$ cat src/rtl/relay_seq_fsm.sv
// Instruction-cycle sequencer for the relay computer: registered one-hot machine-state vector.
// Optional build macro SEQ_ILLEGAL_TRAP_EN: illegal opcodes set 'illegal' and halt like HALT.
module relay_seq_fsm #(
    parameter int NUM_STATES = 24,
    parameter int FETCH_LEN  = 3
) (
    input  logic                  clk,
    input  logic                  rst_n,
    input  logic                  run,
    input  logic                  step,
    input  logic                  clear,
    input  logic [7:0]            inst_reg_value,
    output logic [NUM_STATES-1:0] state_onehot,
    output logic                  busy,
    output logic                  instr_done,
    output logic                  halted,
    output logic                  illegal
);
    // state  | meaning
    // IDLE   | no instruction in progress, waiting for run or step
    // EXEC   | one-hot state vector walking state_1..state_LEN
    // HALTED | HALT (or trapped illegal) completed, waiting for clear
    typedef enum logic [1:0] {IDLE, EXEC, HALTED} ctrl_t;

    localparam int LW = $clog2(NUM_STATES + 1);

    ctrl_t         ctrl;
    logic [LW-1:0] len;
    logic          stop_op;

    function automatic logic [LW-1:0] decode_len(input logic [7:0] ir);
        logic [LW-1:0] l;
        casez (ir)
            8'b0???????: l = LW'(8);
            8'b11??????: l = LW'(NUM_STATES);
            8'b1000????: l = LW'(8);
            8'b1001????: l = LW'(12);
            8'b10100000: l = LW'(10);
            8'b10110000: l = LW'(14);
            default:     l = LW'(8);
        endcase
        return l;
    endfunction

    function automatic logic is_halt(input logic [7:0] ir);
        return ir == 8'hAE;
    endfunction

`ifdef SEQ_ILLEGAL_TRAP_EN
    function automatic logic is_illegal(input logic [7:0] ir);
        return (ir[7:5] == 3'b101) && (ir != 8'hA0) && (ir != 8'hB0) && (ir != 8'hAE);
    endfunction
`else
    assign illegal = 1'b0;
`endif

    always_ff @(posedge clk or negedge rst_n) begin
        if (!rst_n) begin
            ctrl         <= IDLE;
            state_onehot <= '0;
            busy         <= 1'b0;
            instr_done   <= 1'b0;
            halted       <= 1'b0;
            len          <= LW'(8);
            stop_op      <= 1'b0;
`ifdef SEQ_ILLEGAL_TRAP_EN
            illegal      <= 1'b0;
`endif
        end else if (clear) begin
            ctrl         <= IDLE;
            state_onehot <= '0;
            busy         <= 1'b0;
            instr_done   <= 1'b0;
            halted       <= 1'b0;
            len          <= LW'(8);
            stop_op      <= 1'b0;
`ifdef SEQ_ILLEGAL_TRAP_EN
            illegal      <= 1'b0;
`endif
        end else begin
            case (ctrl)
                IDLE: begin
                    if (!halted && (run || step)) begin
                        ctrl         <= EXEC;
                        state_onehot <= NUM_STATES'(1);
                        busy         <= 1'b1;
                    end
                end
                EXEC: begin
                    if (instr_done) begin
                        instr_done <= 1'b0;
                        if (stop_op) begin
                            ctrl         <= HALTED;
                            state_onehot <= '0;
                            busy         <= 1'b0;
                            halted       <= 1'b1;
                        end else if (run) begin
                            state_onehot <= NUM_STATES'(1);
                        end else begin
                            ctrl         <= IDLE;
                            state_onehot <= '0;
                            busy         <= 1'b0;
                        end
                    end else begin
                        state_onehot <= state_onehot << 1;
                        // LEN is at least 8, so a stale LEN can never fire during fetch
                        instr_done   <= state_onehot[len - LW'(2)];
                        if (state_onehot[FETCH_LEN-1]) begin
                            len <= decode_len(inst_reg_value);
`ifdef SEQ_ILLEGAL_TRAP_EN
                            stop_op <= is_halt(inst_reg_value) | is_illegal(inst_reg_value);
                            if (is_illegal(inst_reg_value))
                                illegal <= 1'b1;
`else
                            stop_op <= is_halt(inst_reg_value);
`endif
                        end
                    end
                end
                HALTED: ;
                default: ctrl <= IDLE;
            endcase
        end
    end
endmodule

$ cat config.mk
export PLATFORM = sky130hd
export DESIGN_NAME = relay_seq_fsm
export DESIGN_NICKNAME = d
export VERILOG_FILES = /design/src/rtl/relay_seq_fsm.sv
export SDC_FILE = /design/constraint.sdc
export NUM_CORES = 1
export LEC_CHECK = 0
export ABC_AREA = 1
export BUFFER_PORTS_ARGS = -buffer_cell sky130_fd_sc_hd__buf_2
export CAP_MARGIN = 0
export CORE_MARGIN = 5
export CORE_UTILIZATION = 56
export CTS_CLUSTER_DIAMETER = 60
export CTS_CLUSTER_SIZE = 14
export DETAILED_ROUTE_END_ITERATION = 10
export MAX_ROUTING_LAYER = met4
export PLACE_DENSITY = 0.95
export SYNTH_ARGS = -nofsm -noshare
export SYNTH_HDL_FRONTEND = slang
export SYNTH_SLANG_ARGS = --single-unit
$ cat constraint.sdc
create_clock -name clk -period 2 [get_ports clk]
set_input_delay 0.4 -clock clk [delete_from_list [all_inputs] [get_ports clk]]
set_output_delay 0.4 -clock clk [all_outputs]
set_load 0.005 [all_outputs]
Yosys cells after proc, flatten, opt, wreduce, memory -nomap -nowiden
Cells that the tools add are included.
{ "totals": {"reg_bits": 35, "input_bits": 13, "output_inout_bits": 28} }
{ "op_classes": {"n_addsub": 1, "order_cmp": 1, "eq_ne": 12, "mux": 36, "reduce_logical": 14} }
{ "ops": {"columns": ["op", "n"], "rows": [
  ["$mux 24", 3],
  ["$pmux 24 s2", 1],
  ["$eq 8x8->1 const B", 3],
  ["$mux 5", 4],
  ["$pmux 5 s4", 1],
  ["$mux 1", 19],
  ["$mux 2", 5],
  ["$reduce_and 4->1", 2],
  ["$reduce_bool 2->1", 4],
  ["$lt 5x6->1 const B", 1],
  ["$ne 3x3->1 const B", 2],
  ["$pmux 2 s3", 1],
  ["$reduce_and 3->1", 2],
  ["$bmux 1 s5", 1],
  ["$sub 5x2->5 const B", 1],
  ["$eq 2x2->1 const B", 2],
  ["$eq 4x4->1 const B", 1],
  ["$ne 2x2->1 const B", 2],
  ["$ne 4x4->1 const B", 1],
  ["$reduce_bool 3->1", 1],
  ["$eq 2x1->1 const B", 1],
  ["$logic_not 2->1", 1],
  ["$pmux 1 s2", 1],
  ["$reduce_and 2->1", 1],
  ["3 further kinds", 3]
]} }

Longest topological paths before layout
Gate-level depths: netlist of run 1.
{ "logic_depth": {"depth_word": 6, "mapped_depth": 9} }

Least setup slack after synthesis of run 1
Ideal clock, no wire load.
{ "synth_path": {"kind": "register -> register", "start": "register len[1]", "end": "register instr_done", "setup_time_ns": 0.117, "arrival_time_ns": 1.223, "path_slack_ns": 0.660, "path_stages_with_launch": 9, "n_path_buf": 0, "cell_sequence": "dfrtp_1 > inv_2 > ha_1 > inv_1 > nand3_1 > nand3_1 > nand3_1 > nand3_1 > nand2_1"} }
{ "synth_via": {"elab_chain_len": 6} }
{ "synth_rtl": {"columns": ["element", "line", "source"], "rows": [
  ["from (decl)", "28", "logic [LW-1:0] len;"],
  ["from (signal assigned)", "109", "len <= decode_len(inst_reg_value);"],
  ["$sub 5x2->5", "107", "instr_done <= state_onehot[len - LW'(2)];"],
  ["$bmux 1 s5", "107", null],
  ["$mux 1 (implied by the code)", "107", null],
  ["$mux 1", "90", "if (instr_done) begin"],
  ["$mux 1", "81", "case (ctrl)"],
  ["$mux 1", "69", "end else if (clear) begin"],
  ["to (signal assigned)", "107", null],
  ["to (decl)", "15", "output logic instr_done,"]
]} }
No other way between the ends. The select of a mux whose other input is x is not followed.
A chain may end at the register's enable or synchronous reset.

Final worst setup path of run 1
Same ends and word-level chain as after synthesis.

==> reports/qor.tcl, run 1 <==
set qor(ys.flop_type) {sky130_fd_sc_hd__dfrtp_1}
set qor(placed_cells_incl_taps) 241
set qor(grt_pass1_vias) 1296
set qor(ys_seq_area_share_pct) 49.3
set qor(postLayoutSetupSlackWorst_ns) 0.412
set qor(fin_nets) 231
set qor(timing.hold.worst.class) {in -> async}
set qor(via_total_after_detailed_routing) 1337
set qor(place_congestion) 0.866
set qor(core-area_um2) 2810
set qor(grt_remaining_overflow) 0
set qor(pwr-share-comb_pct) 18.8
set qor(tritoncts.num_buffers) 5
set qor(critical_path.max_stage_delay_ns) 0.48
set qor(pwr_density_cell_nw_per_um2) 686
set qor(synth.cell_area_um2) 1670
set qor(ant_nets) 0
set qor(insertedDiodeCount) 0
set qor(final_layout_size_suffix_gt1_share_pct) 35.3
set qor(cp-end-kind) {flop}
set qor(crit_fanout) 8
set qor(synth_area_leaders) {sky130_fd_sc_hd__dfrtp_1 (49%), sky130_fd_sc_hd__o22ai_2 (15%), sky130_fd_sc_hd__inv_1 (8.3%)}
set qor(cp.required_ns) 2.23
set qor(holdBufCountCts) 0
set qor(post-dp-hpwl_mm) 2.50
set qor(dieArea_um2) 4180
set qor(gr-usage-all-layers_pct) 18.9
set qor(power_report.internal_total_uw) 899
set qor(synth_cell_type_count) 21
set qor(crit_arrival_ns) 1.82
set qor(cp_num_buf_inv) 2
set qor(yosys-top-cells-count) {sky130_fd_sc_hd__inv_1 (37), sky130_fd_sc_hd__dfrtp_1 (33), sky130_fd_sc_hd__nand2_1 (29)}
set qor(fp.dieH_um) 64.7
set qor(postSynthCellCount) 176
set qor(cts.sink_count) 33
set qor(post-synth-top-area-cell) {sky130_fd_sc_hd__dfrtp_1}
set qor(top_level_ports) 41
set qor(syn_nets) 190
set qor(routed_via_density) 5.37
set qor(initial_utilization_pct) 59.7
set qor(ir_worst_vdd_uv) 550
set qor(drc_errors) 0
set qor(finalHoldViolCount) 0
set qor(nFillCells) 241
set qor(detail_route.wl_per_cell_um) 13.5
set qor(final.period_utilization_pct) 79.4
set qor(async_flop_share_pct) 100
set qor(cts_setup_buffers) 0
set qor(timing.setup.critical_path_class) {reg -> reg}
set qor(antenna_found_initial) 0
set qor(postSynthAreaPerCell_um2) 9.51
set qor(timing.final.crit_period_ns) 1.59
set qor(placement.setup.worst_slack_ns) 0.450
set qor(max_cap_viol_count) 0
set qor(flip_flop_and_latch_count_after_synthesis) 33
set qor(grt_setup_unrepaired) {false}
set qor(drt-initial-drc-count) 67
set qor(synth_top_area_share_pct) 49.3
set qor(utilization_pct) 68.3
set qor(fraction_of_power_spent_switching_nets_pct) 31.6
set qor(synthesis_to_layout_area_growth_pct) 14.4
set qor(first_pass_iters) 4
set qor(cts_buffer_depth) 2
set qor(pwr-share-clk_pct) 27.0
set qor(path_cells) {inv_2 > ha_1 > inv_1 > nand3_1 > nand2_1 > nand2_1 > nand3_1 > nand3_1 > nand2_1}
set qor(timing.slew.headroom_pct) 52.3
set qor(setup.worst_path.start_class) {flop}
set qor(synth.most_common_cell) {sky130_fd_sc_hd__inv_1}
set qor(cts_root_buffer) {sky130_fd_sc_hd__clkbuf_4}
set qor(finalSetupTns_ns) 0
set qor(grt_first_pass_wirelength_mm) 5.86
set qor(switching_power_uw) 415
set qor(finalSetupViolCount) 0
set qor(synthesis.yosys.warnings) 0
set qor(static-leakage-power_uw) 0.000969
set qor(place.port_buffers) 39
set qor(fp.dieW_um) 64.7
set qor(finalClockSkew_ns) 0.00810
set qor(slowest_stage) {sky130_fd_sc_hd__dfrtp_1}
set qor(cp_top_family) {flip-flops}
set qor(slew_at_the_pin_with_the_worst_max_slew_slack_ns) 0.716
set qor(insertion_delay_ns) 0.34
set qor(ctsHtreeMaxLevel) 2
set qor(max_freq_mhz) 630
set qor(maximum_number_of_pins_on_one_net_before_global_route_repair) 34
set qor(finalMaxSlewViolations) 0
set qor(floorplan.rows) 19
set qor(run_status) {complete, no violations}
set qor(post_cts_resize_count) 0
set qor(layoutNonFillerInstCount) 249
set qor(synth_enable_flop_cells) 0
set qor(path_clk_slew_ns) 0.10
set qor(tritoncts) {done}
set qor(wirelength_mm) 3.36
set qor(register_share_of_total_power_pct) 54.2
[through the flow]
stage,power (µW),area [µm²],hold WS [ns]
3_5_place_dp,974,1860,0.458
2_1_floorplan,919,1670,0.104
5_1_grt,1380,1920,0.164
3_3_place_gp,967,1860,0.456
6_report,1310,1920,0.100
4_1_cts,1330,1920,0.111
[final cells by class]
| cell class | count | area, µm² | share of cell area [%] |
|---|---|---|---|
| inverters | 42 | 158 | 8.23 |
| well taps | 31 | 38.8 | 2.02 |
| clock buffers | 6 | 41.3 | 2.16 |
| multi-input cells | 95 | 627 | 32.7 |
| clock inverters | 2 | 10.0 | 0.523 |
| flip-flops and latches | 33 | 826 | 43.1 |
| repair buffers | 40 | 215 | 11.2 |
[power groups by stage]
| stage | Sequential (µW) | Clock, µW | Combinational, µW |
|---|---|---|---|
| floorplan | 723 | 0 | 196 |
| global placement | 724 | 0 | 243 |
| detailed placement | 724 | 0 | 249 |
| CTS | 712 | 365 | 249 |
| global route | 717 | 385 | 278 |
| finish | 712 | 355 | 247 |
[routing by layer]
metal	global-route usage (%)	up-vias	wire (µm)
met5	-	-	0
met4	8.71	0	78
met3	4.49	9	219
met2	29.6	46	1610
met1	23.3	635	1450
li1	-	647	-
[cell usage in the layout, fill, tap and decap left out, drive strengths merged]
master / netlist / final
conb: 1 / 1
o41ai: 1 / 1
inv: 42 / 42
clkbuf: 0 / 6
clkinv: 0 / 2
nand2: 29 / 29
nor3: 3 / 3
a21oi: 1 / 1
nand3: 16 / 16
o21ai: 7 / 7
nand4: 2 / 2
dfrtp: 33 / 33
a31oi: 1 / 1
ha: 1 / 1
buf: 6 / 40
o22ai: 22 / 22
nor2: 11 / 11
[worst reg2reg max path, stage by stage, from the launching register on]
cell	delay (ns)
sky130_fd_sc_hd__dfrtp_1	0.48
sky130_fd_sc_hd__inv_2	0.14
sky130_fd_sc_hd__ha_1	0.38
sky130_fd_sc_hd__inv_1	0.10
sky130_fd_sc_hd__nand3_1	0.09
sky130_fd_sc_hd__nand2_1	0.06
sky130_fd_sc_hd__nand2_1	0.06
sky130_fd_sc_hd__nand3_1	0.06
sky130_fd_sc_hd__nand3_1	0.07
sky130_fd_sc_hd__nand2_1	0.05
[logic make-up after synthesis]
kind of cell | Yosys count | synth area share, %
simple gates | 61 | 17.5
buf+inv | 48 | 13.2
flops | 33 | 49.3
compound gates | 32 | 19.0
fa+ha+maj | 1 | 0.747
other cells | 1 | 0.224
[final timing paths]
| path | slack, ns | start | cells past startpoint | endpoint |
|---|---|---|---|---|
| max | 0.41 | len[1] | 9 | instr_done |
| min | 0.10 | rst_n | 1 | state_onehot[8] |
| max reg2reg | 0.41 | len[1] | 9 | instr_done |
| min reg2reg | 0.48 | busy | 2 | busy |
| max in group asynchronous | 1.44 | rst_n | 1 | state_onehot[1] |
| min in group clk | 0.34 | inst_reg_value[6] | 3 | len[4] |
[registers in the layout (all words and copies together) (netlist names)]
| signal | count |
|---|---|
| instr_done | 1 |
| busy | 1 |
| state_onehot | 24 |
| halted | 1 |
| stop_op | 1 |
| len | 3 |
| ctrl | 2 |
No activity file was read; power rests on OpenSTA's default activity.
==> inputs of run 2 (changes only) <==
- CORE_UTILIZATION: 56 -> 52
- PLACE_DENSITY: 0.95 -> 0.9
- clock period: 2 -> 1.6 ns (I/O delays scaled with it)
==> reports/qor.tcl, run 2 (synthesis results as in run 1) <==
set qor(cp_top_family) {flip-flops}
set qor(worst_hold_slack_across_all_endpoints_ns) -0.00252 ;# -0.103 ns
set qor(place_congestion) 0.848 ;# -2.1%
set qor(crit_fanout) 7 ;# -1
set qor(fp.dieW_um) 66.7 ;# +3.2%
set qor(regMostFlops) {state_onehot}
set qor(static-leakage-power_uw) 0.000989 ;# +2.1%
set qor(cts_setup_buffers) 0 ;# unchanged
set qor(ant_nets) 0 ;# unchanged
set qor(timing.slew.headroom_pct) 63.3 ;# +11 points
set qor(largest_register_ffs) 24 ;# unchanged
set qor(final_layout_size_suffix_gt1_share_pct) 36.4 ;# +1.0 points
set qor(first_pass_iters) 4 ;# unchanged
set qor(insertion_delay_ns) 0.33 ;# about the same
set qor(tritoncts) {done}
set qor(initial_utilization_pct) 54.4 ;# -5.3 points
set qor(path_cells) {inv_2 > ha_1 > inv_1 > nand3_1 > nand3_1 > nand3_1 > nand3_1 > nand2_1}
set qor(switching_power_uw) 515 ;# +24%
set qor(insertedDiodeCount) 0 ;# unchanged
set qor(slew_at_the_pin_with_the_worst_max_slew_slack_ns) 0.549 ;# -0.166 ns
set qor(utilization_pct) 64.4 ;# -3.9 points
set qor(fp.dieH_um) 66.7 ;# +3.2%
set qor(finalMaxSlewViolations) 0 ;# unchanged
set qor(violations) {hold timing}
set qor(top_level_ports) 41 ;# unchanged
set qor(finalHoldViolCount) 7 ;# +7
set qor(final.period_utilization_pct) 92.2 ;# +13 points
set qor(slowest_stage) {sky130_fd_sc_hd__dfrtp_2}
set qor(grt_remaining_overflow) 0 ;# unchanged
set qor(top_regs) {state_onehot x24, len x3, ctrl x2}
set qor(synthesis_to_layout_area_growth_pct) 18.4
set qor(timing.setup.critical_path_class) {reg -> reg}
set qor(core-area_um2) 3080 ;# +9.7%
set qor(worst_path_most_repeated_cell) {sky130_fd_sc_hd__nand3_1}
set qor(register_share_of_total_power_pct) 48.3 ;# -5.9 points
set qor(cp-end-kind) {flop}
set qor(fin_nets) 233 ;# +0.87%
set qor(place.port_buffers) 39 ;# unchanged
set qor(routed_via_density) 5.11 ;# -4.8%
set qor(maximum_number_of_pins_on_one_net_before_global_route_repair) 34 ;# unchanged
set qor(gr-usage-all-layers_pct) 18.6 ;# -0.37 points
set qor(max_cap_viol_count) 0 ;# unchanged
set qor(cts_root_buffer) {sky130_fd_sc_hd__clkbuf_4}
set qor(pwr-share-clk_pct) 34.9 ;# +7.9 points
set qor(crit_arrival_ns) 1.70 ;# -0.12 ns
set qor(critical_path.max_stage_delay_ns) 0.45 ;# -0.03 ns
set qor(tritoncts.num_buffers) 5 ;# unchanged
set qor(grt_first_pass_wirelength_mm) 5.99 ;# +2.2%
set qor(finalClockSkew_ns) 0.0113 ;# +0.00315 ns
set qor(timing.hold.worst.class) {in -> async}
set qor(floorplan.rows) 20 ;# +1
set qor(cp_num_buf_inv) 2 ;# unchanged
set qor(setup.worst_path.start_class) {flop}
set qor(wirelength_mm) 3.37 ;# +0.51%
set qor(pwr_density_cell_nw_per_um2) 932 ;# +36%
set qor(dieArea_um2) 4450 ;# +6.5%
set qor(path_clk_slew_ns) 0.10 ;# about the same
set qor(post-dp-hpwl_mm) 2.51 ;# +0.38%
set qor(layout_common_cells) {sky130_fd_sc_hd__buf_2 (39), sky130_fd_sc_hd__inv_1 (37), sky130_fd_sc_hd__dfrtp_1 (32)}
set qor(layout_commonest_cell) {sky130_fd_sc_hd__buf_2}
set qor(grt_pass1_vias) 1326 ;# +2.3%
set qor(cts_buffer_depth) 2 ;# unchanged
set qor(drt-initial-drc-count) 76 ;# +13%
set qor(fraction_of_power_spent_switching_nets_pct) 27.9 ;# -3.7 points
set qor(cts.sink_count) 33 ;# unchanged
set qor(run_status) {finished with violations}
set qor(ir_worst_vdd_uv) 422 ;# -23%
set qor(drc_errors) 0 ;# unchanged
set qor(timing.final.crit_period_ns) 1.48 ;# -0.112 ns
set qor(ctsHtreeMaxLevel) 2 ;# unchanged
set qor(power_report.internal_total_uw) 1330 ;# +48%
set qor(finalSetupViolCount) 0 ;# unchanged
set qor(antenna_found_initial) 0 ;# unchanged
set qor(finalSetupTns_ns) 0 ;# unchanged
set qor(detail_route.wl_per_cell_um) 12.8 ;# -5.2%
set qor(cp.required_ns) 1.82 ;# -0.41 ns
set qor(max_freq_mhz) 678 ;# +7.6%
set qor(pwr-share-comb_pct) 16.9 ;# -1.9 points
set qor(via_total_after_detailed_routing) 1350 ;# +0.97%
set qor(grt_setup_unrepaired) {false}
-- run 2: per-stage QoR --
stage	hold slack [ns]	setup slack [ns]	cell area [µm²]	instances	total power, µW
6_report	-0.00252	0.124	1980	264	1850
5_1_grt	0.0147	0.0423	1980	264	1950
4_1_cts	0.00294	0.0701	1980	264	1860
3_5_place_dp	0.369	0.0815	1900	256	1220
3_3_place_gp	0.359	0.166	1900	256	1210
2_1_floorplan	0.0244	0.260	1670	176	1150
-- run 2: area by class of cell --
class / instances / area [µm²]
repair buffers: 42 / 230
flip-flops and latches: 33 / 827
inverters: 42 / 158
fillers: 259 / 1100
clock inverters: 1 / 30.0
well taps: 44 / 55.1
multi-input cells: 95 / 627
clock buffers: 7 / 55.1
-- run 2: path summary, 6_finish.rpt --
check,cells after the start,slack (ns),start,endpoint
worst max-delay path,8,0.12,len[1],instr_done
worst min register to register,2,0.47,busy,busy
max in group asynchronous,2,1.27,rst_n,len[1]
min in group clk,3,0.24,inst_reg_value[6],len[4]
worst max register to register,8,0.12,len[1],instr_done
worst min-delay path,2,-0.003,rst_n,state_onehot[9]
-- run 2: power groups by stage --
stage / Clock, µW / Combinational (µW) / Sequential, µW
after global placement: 0 / 305 / 904
after CTS: 659 / 314 / 891
after global routing: 700 / 353 / 894
after detailed placement: 0 / 315 / 907
after floorplan: 0 / 244 / 904
final: 644 / 311 / 891
-- run 2: what timing repair did --
item	4_1_cts	5_1_grt
resized for setup	0	1
hold buffers	0	0
setup endpoints to repair	0	1
-- run 2: layer usage --
layer	part of all wire, %	vias up	track usage (%)	routed length [µm]
li1	-	649	-	-
met1	43	627	23.0	1460
met2	47	60	29.0	1580
met3	7.0	14	3.54	236
met4	3.1	0	9.39	104
met5	0	-	-	0
-- run 2: worst reg2reg max path, cell delays in order, from the launching register on --
cell and delay, ns:
sky130_fd_sc_hd__dfrtp_2 0.45, sky130_fd_sc_hd__inv_2 0.05, sky130_fd_sc_hd__ha_1 0.34, sky130_fd_sc_hd__inv_1 0.12, sky130_fd_sc_hd__nand3_1 0.10, sky130_fd_sc_hd__nand3_1 0.09, sky130_fd_sc_hd__nand3_1 0.10, sky130_fd_sc_hd__nand3_1 0.08
sky130_fd_sc_hd__nand2_1 0.05
==> inputs of run 3 (changes only) <==
- GPL_TIMING_DRIVEN: default -> 0
==> reports/qor.tcl, run 3 (synthesis results as in run 1) <==
set qor(static-leakage-power_uw) 0.00100 ;# +1.1%
set qor(setup.worst_path.start_class) {flop}
set qor(cp.required_ns) 1.84 ;# +0.02 ns
set qor(core-area_um2) 3080 ;# unchanged
set qor(grt_remaining_overflow) 0 ;# unchanged
set qor(grt_setup_unrepaired) {false}
set qor(first_pass_iters) 4 ;# unchanged
set qor(run_status) {complete, no violations}
set qor(finalHoldViolCount) 0 ;# -7
set qor(cp-end-kind) {flop}
set qor(finalClockSkew_ns) 0.00430 ;# -0.00695 ns
set qor(detail_route.wl_per_cell_um) 12.3 ;# -3.9%
set qor(reg2reg_from) {len[1]}
set qor(pwr-share-clk_pct) 26.9 ;# -8.0 points
set qor(top_level_ports) 41 ;# unchanged
set qor(grt_first_pass_wirelength_mm) 5.43 ;# -9.3%
set qor(register_share_of_total_power_pct) 52.9 ;# +4.6 points
set qor(drt-initial-drc-count) 81 ;# +6.6%
set qor(finalSetupViolCount) 0 ;# unchanged
set qor(layout_common_cells) {sky130_fd_sc_hd__buf_2 (38), sky130_fd_sc_hd__inv_1 (37), sky130_fd_sc_hd__dfrtp_1 (32)}
set qor(slew_at_the_pin_with_the_worst_max_slew_slack_ns) 0.710 ;# +0.161 ns
set qor(gr-usage-all-layers_pct) 16.9 ;# -1.6 points
set qor(tritoncts.num_buffers) 5 ;# unchanged
set qor(dieArea_um2) 4450 ;# unchanged
set qor(timing.slew.headroom_pct) 52.7 ;# -11 points
set qor(post-dp-hpwl_mm) 2.45 ;# -2.6%
set qor(place.port_buffers) 38 ;# -2.6%
set qor(crit_fanout) 8 ;# +1
set qor(r2r_setup_slk_ns) 0.14 ;# +0.02 ns
set qor(ant_nets) 0 ;# unchanged
set qor(max_cap_viol_count) 0 ;# unchanged
set qor(pwr-share-comb_pct) 20.2 ;# +3.3 points
set qor(via_total_after_detailed_routing) 1332 ;# -1.3%
set qor(drc_errors) 0 ;# unchanged
set qor(max_freq_mhz) 686 ;# +1.2%
set qor(crit-reg2reg-capture) {instr_done}
set qor(tritoncts) {done}
set qor(ir_worst_vdd_uv) 534 ;# +26%
set qor(largest_register_ffs) 24 ;# unchanged
set qor(floorplan.rows) 20 ;# unchanged
set qor(insertedDiodeCount) 0 ;# unchanged
set qor(pwr_density_cell_nw_per_um2) 843 ;# -9.5%
set qor(cts.sink_count) 33 ;# unchanged
set qor(insertion_delay_ns) 0.34 ;# about the same
set qor(cts_buffer_depth) 2 ;# unchanged
set qor(place_congestion) 0.862 ;# +1.6%
set qor(power_report.internal_total_uw) 1150 ;# -14%
set qor(path_clk_slew_ns) 0.10 ;# about the same
set qor(top_regs) {state_onehot x24, len x3, ctrl x2}
set qor(grt_pass1_vias) 1216 ;# -8.3%
set qor(finalMaxSlewViolations) 0 ;# unchanged
set qor(wirelength_mm) 3.29 ;# -2.4%
set qor(final_layout_size_suffix_gt1_share_pct) 37.5 ;# +1.1 points
set qor(maximum_number_of_pins_on_one_net_before_global_route_repair) 34 ;# unchanged
set qor(utilization_pct) 64.6 ;# +0.24 points
set qor(finalSetupTns_ns) 0 ;# unchanged
set qor(fin_nets) 237 ;# +1.7%
set qor(timing.setup.critical_path_class) {reg -> reg}
set qor(timing.final.crit_period_ns) 1.46 ;# -0.0182 ns
set qor(synthesis_to_layout_area_growth_pct) 18.8
set qor(initial_utilization_pct) 54.4 ;# unchanged
set qor(fp.dieW_um) 66.7 ;# unchanged
set qor(ctsHtreeMaxLevel) 2 ;# unchanged
set qor(antenna_found_initial) 0 ;# unchanged
set qor(switching_power_uw) 527 ;# +2.4%
set qor(final.period_utilization_pct) 91.1 ;# -1.1 points
set qor(routed_via_density) 4.97 ;# -2.8%
set qor(cts_root_buffer) {sky130_fd_sc_hd__clkbuf_4}
set qor(layout_commonest_cell) {sky130_fd_sc_hd__buf_2}
set qor(fraction_of_power_spent_switching_nets_pct) 31.4 ;# +3.5 points
set qor(regMostFlops) {state_onehot}
set qor(crit_arrival_ns) 1.70 ;# about the same
set qor(fp.dieH_um) 66.7 ;# unchanged
set qor(timing.reg2reg.worst_path_depth) 8 ;# unchanged
set qor(timing.hold.worst.class) {in -> async}
[run 3: cell types whose count changed in the layout (fill, tap and decap cells not counted), sizes merged]
cell    change
buf         +4
clkinv      +2
bufinv      -1
clkbuf      -1
[run 3: per-stage QoR]
step / area, µm² / setup WS, ns / total power (µW) / hold slack (ns) / cells
2_1_floorplan: 1670 / 0.260 / 1150 / 0.0244 / 176
3_3_place_gp: 1920 / 0.0659 / 1240 / 0.405 / 258
3_5_place_dp: 1920 / 0.0317 / 1250 / 0.414 / 258
4_1_cts: 1970 / 0.0159 / 1690 / 0.0335 / 266
5_1_grt: 1990 / 0.0375 / 1770 / 0.0699 / 268
6_report: 1990 / 0.142 / 1680 / 0.0187 / 268
[run 3: worst max-delay path, cell delays in order (launching register included)]
cell,delay (ns)
sky130_fd_sc_hd__dfrtp_2,0.43
sky130_fd_sc_hd__inv_4,0.07
sky130_fd_sc_hd__ha_1,0.36
sky130_fd_sc_hd__inv_1,0.13
sky130_fd_sc_hd__nand3_1,0.08
sky130_fd_sc_hd__nand3_1,0.08
sky130_fd_sc_hd__nand3_1,0.09
sky130_fd_sc_hd__nand3_1,0.07
sky130_fd_sc_hd__nand2_1,0.05
[run 3: worst max path at each step]
| stage | startpoint | to | slack, ns | depth (start not counted) |
|---|---|---|---|---|
| floorplan | len[1] | instr_done | 0.26 | 8 |
| global placement | len[1] | instr_done | 0.07 | 8 |
| detailed placement | len[1] | instr_done | 0.03 | 8 |
| CTS | len[1] | instr_done | 0.02 | 8 |
| global route | len[1] | instr_done | 0.04 | 8 |
| finish | len[1] | instr_done | 0.14 | 8 |
[run 3: area by class of cell]
type | instances | area (µm²)
buffer | 6 | 63.8
clock buffer | 6 | 41.3
clock inverter | 2 | 10.0
fill | 263 | 1090
inverter | 42 | 160
multi-input combinational | 95 | 627
sequential | 33 | 827
tap | 44 | 55.1
timing repair buffer | 40 | 205
[run 3: routing by layer]
metal / share of wire (%) / vias up / track usage, %
li1: - / 661 / -
met1: 45 / 626 / 20.2
met2: 47 / 37 / 26.0
met3: 5.7 / 8 / 4.72
met4: 2.5 / 0 / 9.14
met5: 0 / - / -
[run 3: repair_timing]
item                       in CTS  in global routing
hold buffers                    0                  0
setup endpoints to repair       0                  1
gates resized for setup         0                  2
buffers inserted                0                  2
[run 3: power groups by stage]
stage               clock network, µW  registers [µW]  logic, µW
floorplan                           0             904        244
global placement                    0             905        336
global route                      501             892        379
finish                            450             888        339
CTS                               459             889        344
detailed placement                  0             904        343
